## src/rtl/radar_pri_gen.sv

```systemverilog
// Radar transmit-gate generator: programmable pulse width, staggered PRI
// rotation over a table of up to N_STAG intervals, and finite or continuous
// bursts. All live configuration is shadowed and only adopted at a PRI
// boundary, so register writes never cut a pulse short or stretch a PRI.
module radar_pri_gen #(
  parameter  int CNT_W   = 16,
  parameter  int N_STAG  = 4,
  parameter  int BURST_W = 8,
  localparam int SL_W    = $clog2(N_STAG + 1),
  localparam int IDX_W   = $clog2(N_STAG)
) (
  input  logic                    clk,
  input  logic                    rst_n,
  input  logic                    en,
  input  logic [CNT_W-1:0]        pw,
  input  logic [N_STAG*CNT_W-1:0] pri_tbl,
  input  logic [SL_W-1:0]         stag_len,
  input  logic [BURST_W-1:0]      burst_len,
  output logic                    pulse_out,
  output logic                    pri_start,
  output logic [IDX_W-1:0]        stag_idx,
  output logic                    burst_done,
  output logic                    busy
);

  typedef enum logic [1:0] {
    IDLE = 2'd0,
    RUN  = 2'd1,
    DONE = 2'd2
  } state_t;

  // A PRI shorter than 2 cycles cannot hold both a high and a low cycle.
  function automatic logic [CNT_W-1:0] clamp_pri(input logic [CNT_W-1:0] p);
    return (p < CNT_W'(2)) ? CNT_W'(2) : p;
  endfunction

  // Guarantee at least one low cycle per PRI.
  function automatic logic [CNT_W-1:0] clamp_pw(input logic [CNT_W-1:0] w,
                                                input logic [CNT_W-1:0] p);
    return (w >= p) ? (p - CNT_W'(1)) : w;
  endfunction

  // Rotation length is forced into 1..N_STAG.
  function automatic logic [SL_W-1:0] clamp_sl(input logic [SL_W-1:0] s);
    if (s == '0)               return SL_W'(1);
    else if (s > SL_W'(N_STAG)) return SL_W'(N_STAG);
    else                       return s;
  endfunction

  // Registered state and active (shadowed) configuration
  state_t               state;
  logic [CNT_W-1:0]     cnt;
  logic [IDX_W-1:0]     idx;
  logic [BURST_W-1:0]   bcnt;
  logic                 en_d;
  logic                 armed;        // en has been seen low since reset
  logic [CNT_W-1:0]     pw_act;
  logic [CNT_W-1:0]     pri_act;
  logic [BURST_W-1:0]   burst_len_act;

  // Next-state values
  state_t               nxt_state;
  logic [CNT_W-1:0]     nxt_cnt;
  logic [IDX_W-1:0]     nxt_idx;
  logic [BURST_W-1:0]   nxt_bcnt;
  logic [CNT_W-1:0]     nxt_pw;
  logic [CNT_W-1:0]     nxt_pri;
  logic [BURST_W-1:0]   nxt_burst_len;

  // Helpers
  logic [CNT_W-1:0]     tbl [N_STAG];
  logic [SL_W-1:0]      sl_cap;
  logic [SL_W-1:0]      idx_inc;
  logic [IDX_W-1:0]     idx_adv;
  logic [BURST_W-1:0]   bcnt_inc;
  logic [CNT_W-1:0]     pri_first;
  logic [CNT_W-1:0]     pri_next;
  logic                 start;
  logic                 pri_last;

  // Unpack the flat PRI table into addressable entries.
  always_comb begin
    for (int k = 0; k < N_STAG; k++) begin
      tbl[k] = pri_tbl[k*CNT_W +: CNT_W];
    end
  end

  // Boundary arithmetic: next stagger index, next PRI, completed-PRI count.
  always_comb begin
    sl_cap    = clamp_sl(stag_len);
    idx_inc   = SL_W'(idx) + SL_W'(1);
    // A shrunken rotation that no longer contains idx+1 restarts at entry 0.
    idx_adv   = (idx_inc < sl_cap) ? IDX_W'(idx_inc) : '0;
    bcnt_inc  = bcnt + BURST_W'(1);
    pri_first = clamp_pri(tbl[0]);
    pri_next  = clamp_pri(tbl[idx_adv]);
    // A held-high en after reset is not a start request; it must drop first.
    start     = en && !en_d && armed;
    pri_last  = (cnt == pri_act - CNT_W'(1));
  end

  // FSM next-state and shadow-register capture.
  always_comb begin
    // NOTE: every signal gets a default first, so no path leaves one unassigned and infers a latch.
    nxt_state     = state;
    nxt_cnt       = cnt;
    nxt_idx       = idx;
    nxt_bcnt      = bcnt;
    nxt_pw        = pw_act;
    nxt_pri       = pri_act;
    nxt_burst_len = burst_len_act;

    unique case (state)
      IDLE: begin
        if (start) begin
          nxt_state     = RUN;
          nxt_cnt       = '0;
          nxt_idx       = '0;
          nxt_bcnt      = '0;
          nxt_pri       = pri_first;
          nxt_pw        = clamp_pw(pw, pri_first);
          nxt_burst_len = burst_len;
        end
      end
      RUN: begin
        if (pri_last) begin
          nxt_cnt  = '0;
          nxt_bcnt = bcnt_inc;
          // Burst end takes priority over a graceful stop.
          if ((burst_len_act != '0) && (bcnt_inc == burst_len_act)) begin
            nxt_state = DONE;
          end else if (!en) begin
            nxt_state = IDLE;
          end else begin
            nxt_idx = idx_adv;
            nxt_pri = pri_next;
            nxt_pw  = clamp_pw(pw, pri_next);
          end
        end else begin
          nxt_cnt = cnt + CNT_W'(1);
        end
      end
      DONE: begin
        nxt_state = IDLE;
      end
      default: begin
        nxt_state = IDLE;
      end
    endcase
  end

  // State, shadow registers and registered outputs derived from the next state.
  always_ff @(posedge clk or negedge rst_n) begin
    if (!rst_n) begin
      state         <= IDLE;
      cnt           <= '0;
      idx           <= '0;
      bcnt          <= '0;
      en_d          <= 1'b0;
      armed         <= 1'b0;
      pw_act        <= '0;
      pri_act       <= '0;
      burst_len_act <= '0;
      pulse_out     <= 1'b0;
      pri_start     <= 1'b0;
      stag_idx      <= '0;
      burst_done    <= 1'b0;
      busy          <= 1'b0;
    end else begin
      // NOTE: non-blocking assignments so every flop samples pre-edge values regardless of statement order.
      state         <= nxt_state;
      cnt           <= nxt_cnt;
      idx           <= nxt_idx;
      bcnt          <= nxt_bcnt;
      en_d          <= en;
      if (!en) armed <= 1'b1;
      pw_act        <= nxt_pw;
      pri_act       <= nxt_pri;
      burst_len_act <= nxt_burst_len;
      pulse_out     <= (nxt_state == RUN) && (nxt_cnt < nxt_pw);
      pri_start     <= (nxt_state == RUN) && (nxt_cnt == '0);
      stag_idx      <= nxt_idx;
      burst_done    <= (nxt_state == DONE);
      busy          <= (nxt_state == RUN);
    end
  end

endmodule
```

## config.mk

```make
export PLATFORM = sky130hd
export DESIGN_NAME = radar_pri_gen
export DESIGN_NICKNAME = d
export VERILOG_FILES = /design/src/rtl/radar_pri_gen.sv
export SDC_FILE = /design/constraint.sdc
export NUM_CORES = 1
export LEC_CHECK = 0
export ABC_AREA = 1
export CAP_MARGIN = 20
export CORE_UTILIZATION = 30
export CTS_BUF_LIST = sky130_fd_sc_hd__clkbuf_16
export DETAILED_ROUTE_END_ITERATION = 6
export SETUP_SLACK_MARGIN = 0.1
export SYNTH_ARGS = -nofsm -noshare
export SYNTH_HDL_FRONTEND = slang
export SYNTH_SLANG_ARGS = --single-unit
```

## constraint.sdc

```tcl
create_clock -name clk -period 7.2 [get_ports clk]
set_clock_uncertainty 0.1 [all_clocks]
set_input_delay 1.44 -clock clk [delete_from_list [all_inputs] [get_ports clk]]
set_output_delay 1.44 -clock clk [all_outputs]
set_load 0.02 [all_outputs]
```

# Word level (Yosys, flattened, before mapping)
# Cells that the tools add are included.
[totals]
inputBits = 94
reg_bits = 74
wordCells = 87
[op_classes]
n_mux = 36
add_sub_neg = 6
n_bitwise = 1
eq_ne = 9
order_cmp = 8
n_reduce_logical = 14
[ops]
columns = ["operator", "n"]
rows = [
  ["16-bit two-way mux", 16],
  ["16-bit one-hot mux with 2 select lines", 3],
  ["16-bit by 1-bit subtractor with 16-bit output (second input constant)", 3],
  ["16-bit binary-select mux with 2-bit select", 1],
  ["16-bit >= comparator", 2],
  ["16-bit by 2-bit less-than comparator with 1-bit output (second input constant)", 2],
  ["2-bit two-way mux", 9],
  ["16-bit by 1-bit adder with 16-bit output (second input constant)", 1],
  ["16-bit == test", 1],
  ["16-bit zero test", 1],
  ["16-bit less-than comparator", 1],
  ["8-bit two-way mux", 2],
  ["8-bit one-hot mux with 2 select lines", 1],
  ["8-bit by 1-bit adder with 8-bit output (second input constant)", 1],
  ["8-bit == test", 1],
  ["2-bit != test (second input constant)", 4],
  ["2-bit one-hot mux with 2 select lines", 2],
  ["8-bit nonzero test", 1],
  ["3-bit two-way mux", 2],
  ["1-bit logical AND", 5],
  ["5-bit AND reduction", 1],
  ["2-bit by 1-bit == test with 1-bit output (second input constant)", 2],
  ["2-bit by 1-bit adder with 3-bit output (second input constant)", 1],
  ["3-bit >= comparator (second input constant)", 1],
  ["other kinds (10)", 10],
]

# Logic depth before layout (Yosys ltp)
[logic_depth]
word_depth = 19
mapped_depth = 40

# Least setup slack after synthesis
# OpenSTA, ideal clock, no wires.
[synth_timing]
path_kind = "input-to-reg"
from = "input port stag_len[2]"
to = "register pulse_out"
cell_stages = 36
arrival_ps = 5556
path_slack_ps = 1467
setup_time_ps = 77
required_ps = 7023
path_cell_list = "inv_1 -> ha_1 -> a21oi_4 -> nand3_4 -> buf_6 -> nand2_1 -> nand2_1 -> nand2_2 -> nand2_2 -> nor2_2 -> nand2_2 -> nor2_2 -> nand2_1 -> nand2_1 -> inv_2 -> ha_1 -> a21oi_1 -> o21ai_0 -> nand2_1 -> o211ai_1 -> nand2_1 -> nand3_1 -> buf_2 -> o21a_1 -> nand2_1 -> o21ai_1 -> nand2_1 -> nand2_1 -> nand2_1 -> ha_1 -> a21oi_1 -> nand3b_1 -> a21oi_1 -> a2111oi_0 -> nand2_1 -> a21oi_1"
[synth_via]
elab_chain_len = 19
elab_cells_between_ends = 21
cone_classes = "add/sub (1); order compare (5); mux (12); bitwise (1); reduce/logical (2)"
[synth_lines]
columns = ["element", "line_no", "source"]
rows = [
  ["start, declared", "17", "input logic [SL_W-1:0] stag_len,"],
  ["3-bit > comparator", "46", "else if (s > SL_W'(N_STAG)) return SL_W'(N_STAG);"],
  ["3-bit two-way mux", "46", ""],
  ["3-bit two-way mux (*)", "45", "if (s == '0) return SL_W'(1);"],
  ["3-bit less-than comparator (*)", "93", "idx_adv = (idx_inc < sl_cap) ? IDX_W'(idx_inc) : '0;"],
  ["2-bit two-way mux (*)", "93", ""],
  ["2-bit inverter with 3-bit output (implied by the code) (*)", "96", "pri_next = clamp_pri(tbl[idx_adv]);"],
  ["16-bit binary-select mux with 2-bit select (*)", "96", ""],
  ["16-bit two-way mux (implied by the code) (*) (2 in a row)", "96", ""],
  ["[2 not listed]", "-", ""],
  ["16-bit by 1-bit subtractor with 16-bit output / 16-bit >= comparator (equally long branches)", "40", "return (w >= p) ? (p - CNT_W'(1)) : w;"],
  ["16-bit two-way mux (*)", "40", ""],
  ["16-bit two-way mux (*)", "132", "end else if (!en) begin"],
  ["16-bit two-way mux (*)", "130", "if ((burst_len_act != '0) && (bcnt_inc == burst_len_act)) begin"],
  ["16-bit two-way mux (*)", "126", "if (pri_last) begin"],
  ["16-bit one-hot mux with 2 select lines (*)", "113", "unique case (state)"],
  ["16-bit less-than comparator (*)", "180", "pulse_out <= (nxt_state == RUN) && (nxt_cnt < nxt_pw);"],
  ["1-bit logical AND (*)", "180", ""],
  ["end signal, assigned", "180", ""],
  ["end, declared", "19", "output logic pulse_out,"],
]
# Every way passes the cells marked *; elsewhere a longest branch is shown, timed or not. The select of a mux whose other input is x is not followed.
# A chain may end at the register's enable or synchronous reset.

# Worst setup path after layout
[layout_timing]
from = "input port stag_len[2]"
to = "register pulse_out"
[layout_via]
elab_chain_len = 19
elab_cells_between_ends = 21
cone_classes = "add/sub (1); order compare (5); mux (12); bitwise (1); reduce/logical (2)"
[layout_lines]
columns = ["element", "line_no", "source"]
rows = [
  ["3-bit > comparator", "46", ""],
  ["3-bit two-way mux", "46", ""],
  ["3-bit two-way mux (*)", "45", ""],
  ["3-bit less-than comparator (*)", "93", ""],
  ["2-bit two-way mux (*)", "93", ""],
  ["2-bit inverter with 3-bit output (implied by the code) (*)", "96", ""],
  ["16-bit binary-select mux with 2-bit select (*)", "96", ""],
  ["16-bit two-way mux (implied by the code) (*) (2 in a row)", "96", ""],
  ["[3 not listed]", "-", ""],
  ["16-bit two-way mux (*)", "40", ""],
  ["16-bit two-way mux (*)", "132", ""],
  ["16-bit two-way mux (*)", "130", ""],
  ["16-bit two-way mux (*)", "126", ""],
  ["16-bit one-hot mux with 2 select lines (*)", "113", ""],
  ["net nxt_pw[10]", "66", "logic [CNT_W-1:0] nxt_pw;"],
  ["16-bit less-than comparator (*)", "180", ""],
  ["1-bit logical AND (*)", "180", ""],
]
# The timed path passes the listed nets; every way through them passes the cells marked *. The select of a mux whose other input is x is not followed.

==> insert_results.sql <==
INSERT INTO impl_metrics (metric_group, metric, value, unit) VALUES
('timing', 'finalSetupViolations', '0', ''),
('clocking', 'clock-root-buffer', 'clkbuf_16', ''),
('run_status', 'outcome', 'finished, final reports clean', ''),
('yosys', 'synth.distinct_cells', '48', ''),
('die', 'floorplan.initialDensity', '0.308', ''),
('yosys', 'avgSynthCellArea', '6.44', 'um^2'),
('yosys', 'synth_edf_count', '0', ''),
('grt', 'grt_remaining_overflow', '0', ''),
('yosys', 'ys.flop_type', 'dfrtp_1', ''),
('finish', 'signed_area_change_from_the_synthesized_netlist_to_the_final_layout', '21.8', '%'),
('clocking', 'htreeDepth', '3', ''),
('die', 'die_area', '25800', 'um^2'),
('critical_path', 'critPathKind', 'primary input to flip-flop', ''),
('flow_run', 'max_cap_viol_count', '0', ''),
('grt', 'antenna_found_initial', '0', ''),
('yosys', 'synth_cells', '1173', ''),
('critical_path', 'regToRegStartpoint', 'idx[0]', ''),
('power_and_ir_drop', 'combinational_power_share', '0.433', ''),
('clocking', 'cts_tree', 'built', ''),
('clocking', 'clock_tree.buffer_depth', '2', ''),
('finish', 'final_nets', '1415', ''),
('route', 'dr.first_iter.drc_count', '549', ''),
('finish', 'drive_gt1_frac', '0.0645', ''),
('power_and_ir_drop', 'share_seq_of_total_power', '0.299', ''),
('min_path', 'hold_depth', '2', ''),
('timing', 'hold_viol', '0', ''),
('critical_path', 'cp_slowest_cell', 'clkdlybuf4s50_1', ''),
('power_and_ir_drop', 'cellLeakagePower', '4.55', 'nW'),
('critical_path', 'critical_path.endpoint_type', 'flip-flop', ''),
('power_and_ir_drop', 'power.density_cell_area', '183', 'nW/um^2'),
('yosys', 'mappedNetlistNets', '1322', ''),
('critical_path', 'startpoint_type', 'primary input', ''),
('power_and_ir_drop', 'pwr-share-clk', '0.268', ''),
('power_and_ir_drop', 'vdd_drop_max', '117', 'uV'),
('power_and_ir_drop', 'power.switching_fraction', '0.403', ''),
('place', 'dpl.cell_count', '1579', ''),
('clocking', 'clock_sink_count', '74', ''),
('yosys', 'synth-warning-count', '0', ''),
('place', 'dpl.hpwl', '20.2', 'mm'),
('route', 'routed_wire_length_per_instance', '15.7', 'um'),
('die', 'die_x', '161', 'um'),
('die', 'core.rowCount', '57', ''),
('yosys', 'synth.cell_area', '7560', 'um^2'),
('timing', 'drv_slew', '0', ''),
('timing', 'fmax', '152', 'MHz'),
('route', 'ant_nets', '0', ''),
('power_and_ir_drop', 'power.internal', '0.00100', 'W'),
('place', 'finalWeightedCongestion', '1.00', ''),
('timing', 'max_slew_margin', '0.338', ''),
('yosys', 'synth_seq_cells', '74', ''),
('critical_path', 'crit_fanout', '18', ''),
('grt', 'grt_pass1_wl', '41.3', 'mm'),
('timing', 'final.period_utilization', '0.911', ''),
('route', 'drt_pass1_iterations', '5', ''),
('min_path', 'hold_start', 'armed', ''),
('grt', 'grt_start_max_net_pins', '75', ''),
('yosys', 'async_flop_share', '1.00', ''),
('clocking', 'clock_insertion_delay_worst_skew', '0.34', 'ns'),
('route', 'dr_total_vias', '8035', ''),
('min_path', 'worst_hold_path.endpoint', 'armed', ''),
('critical_path', 'crit_arrival', '6.73', 'ns'),
('critical_path', 'worst-r2r-cell-count', '35', ''),
('clocking', 'cts.hold.buffers_added', '0', ''),
('min_path', 'min_delay_worst_type', 'flip-flop to flip-flop', ''),
('die', 'design.core.area', '24500', 'um^2'),
('clocking', 'post_cts_buffers', '0', ''),
('timing', 'grt_setup_unrepaired', 'no', ''),
('critical_path', 'most_prevalent_standard_cell_on_the_critical_path', 'nand2_1', ''),
('clocking', 'clk_pin_slew_worst_paths', '0.06', 'ns'),
('grt', 'gr-usage-all-layers', '0.201', ''),
('grt', 'via_count_of_the_first_global_routing_pass', '7945', '');
[per-stage QoR]
step | hold slack, ns | setup WS, ns | total power, W | cell area (um^2) | utilization
after global routing | 0.389 | 0.116 | 0.00181 | 9210 | 0.375
after global placement | 0.325 | 0.295 | 0.00122 | 8910 | 0.363
final | 0.347 | 0.639 | 0.00168 | 9210 | 0.375
after detailed placement | 0.336 | 0.115 | 0.00123 | 8910 | 0.363
after floorplan | 0.314 | 1.47 | 0.000998 | 7560 | -
after CTS | 0.351 | 0.468 | 0.00169 | 9200 | 0.375
[power groups by stage]
stage	clock network, W	logic [W]	registers (W)
2_1_floorplan	0	0.000504	0.000494
3_3_place_gp	0	0.000708	0.000510
3_5_place_dp	0	0.000719	0.000510
4_1_cts	0.000461	0.000723	0.000503
5_1_grt	0.000478	0.000825	0.000509
6_report	0.000452	0.000729	0.000503
[sequential cells by signal (all words and copies together), names as in the netlist, 2 cells and up]
register / flops
cnt: 16
pri_act: 16
pw_act: 16
bcnt: 8
burst_len_act: 8
idx: 2
state: 2
[final cells by class]
cell class              count  area [um^2]
well taps                 324          405
inverters                 189          714
flip-flops and latches     74         1850
clock buffers               9          225
clock inverters             7         58.8
fillers                  2666        15300
repair buffers            117         1120
multi-input cells         875         4830
[cell families (layout without fill, tap and decap cells)]
logic type	Yosys count	count (layout)	share of synthesized area
xor gates and xnor gates	34	34	0.0412
AOI/OAI and AO/OA	198	198	0.150
adders and majority gates	55	55	0.0910
and+or+nand+nor	588	588	0.355
buffers and inverters	224	322	0.118
DFF	74	74	0.245
[critical path: cells and delay by family]
kind | cells | cell delay, ns
compound gates | 10 | 1.30
buf+inv | 6 | 1.15
simple gates | 15 | 1.95
fa+ha+maj | 3 | 0.86
[Yosys cell counts, types with 2 or more instances]
| cell | number | share of area |
|---|---|---|
| inv_1 | 175 | 0.087 |
| nor3_1 | 11 | 0.0073 |
| a21oi_1 | 47 | 0.031 |
| nand2_4 | 4 | 0.0060 |
| clkinv_1 | 3 | 0.0015 |
| o211ai_1 | 27 | 0.027 |
| nand3_4 | 3 | 0.0070 |
| nand2_1 | 273 | 0.14 |
| xnor2_1 | 8 | 0.0093 |
| buf_4 | 2 | 0.0020 |
| buf_2 | 9 | 0.0060 |
| nor2_2 | 6 | 0.0050 |
| o2111ai_1 | 3 | 0.0035 |
| nor2_1 | 110 | 0.055 |
| inv_4 | 2 | 0.0017 |
| nor4_1 | 6 | 0.0050 |
| nand3_1 | 98 | 0.065 |
| xor2_1 | 25 | 0.029 |
| a31oi_1 | 2 | 0.0017 |
| inv_2 | 9 | 0.0045 |
| nand2_2 | 14 | 0.012 |
| ha_1 | 55 | 0.091 |
| a22oi_1 | 2 | 0.0020 |
| o21ai_1 | 11 | 0.0073 |
| nand3_2 | 4 | 0.0053 |
| dfrtp_1 | 74 | 0.24 |
| clkbuf_1 | 20 | 0.0099 |
| buf_6 | 4 | 0.0060 |
| o22ai_1 | 8 | 0.0066 |
| or2_2 | 2 | 0.0017 |
| nand4_1 | 42 | 0.035 |
| o31ai_1 | 3 | 0.0030 |
| nand3b_1 | 10 | 0.0099 |
| o21ai_0 | 87 | 0.058 |
[routing by layer]
layer | share of wire | up-vias | GRT usage
met4 | 0.025 | 0 | 0.0742
met2 | 0.47 | 218 | 0.336
met1 | 0.46 | 3713 | 0.262
li1 | - | 4065 | -
met5 | 0 | - | 0
met3 | 0.046 | 39 | 0.0292
[what timing repair did]
item / in CTS / in global routing
hold endpoints to repair: 0 / 0
gates resized for setup: 0 / 2
setup endpoints to repair: 0 / 1
[how the worst max path moves through the flow]
stage | startpoint | to | slack (ns) | cells past startpoint
floorplan | stag_len[2] | pulse_out | 1.47 | 36
global placement | stag_len[2] | pulse_out | 0.30 | 33
detailed placement | stag_len[2] | pulse_out | 0.12 | 34
CTS | stag_len[2] | pulse_out | 0.47 | 34
global route | stag_len[2] | pulse_out | 0.12 | 36
finish | stag_len[2] | pulse_out | 0.64 | 34
(Power assumes the default switching activity.)
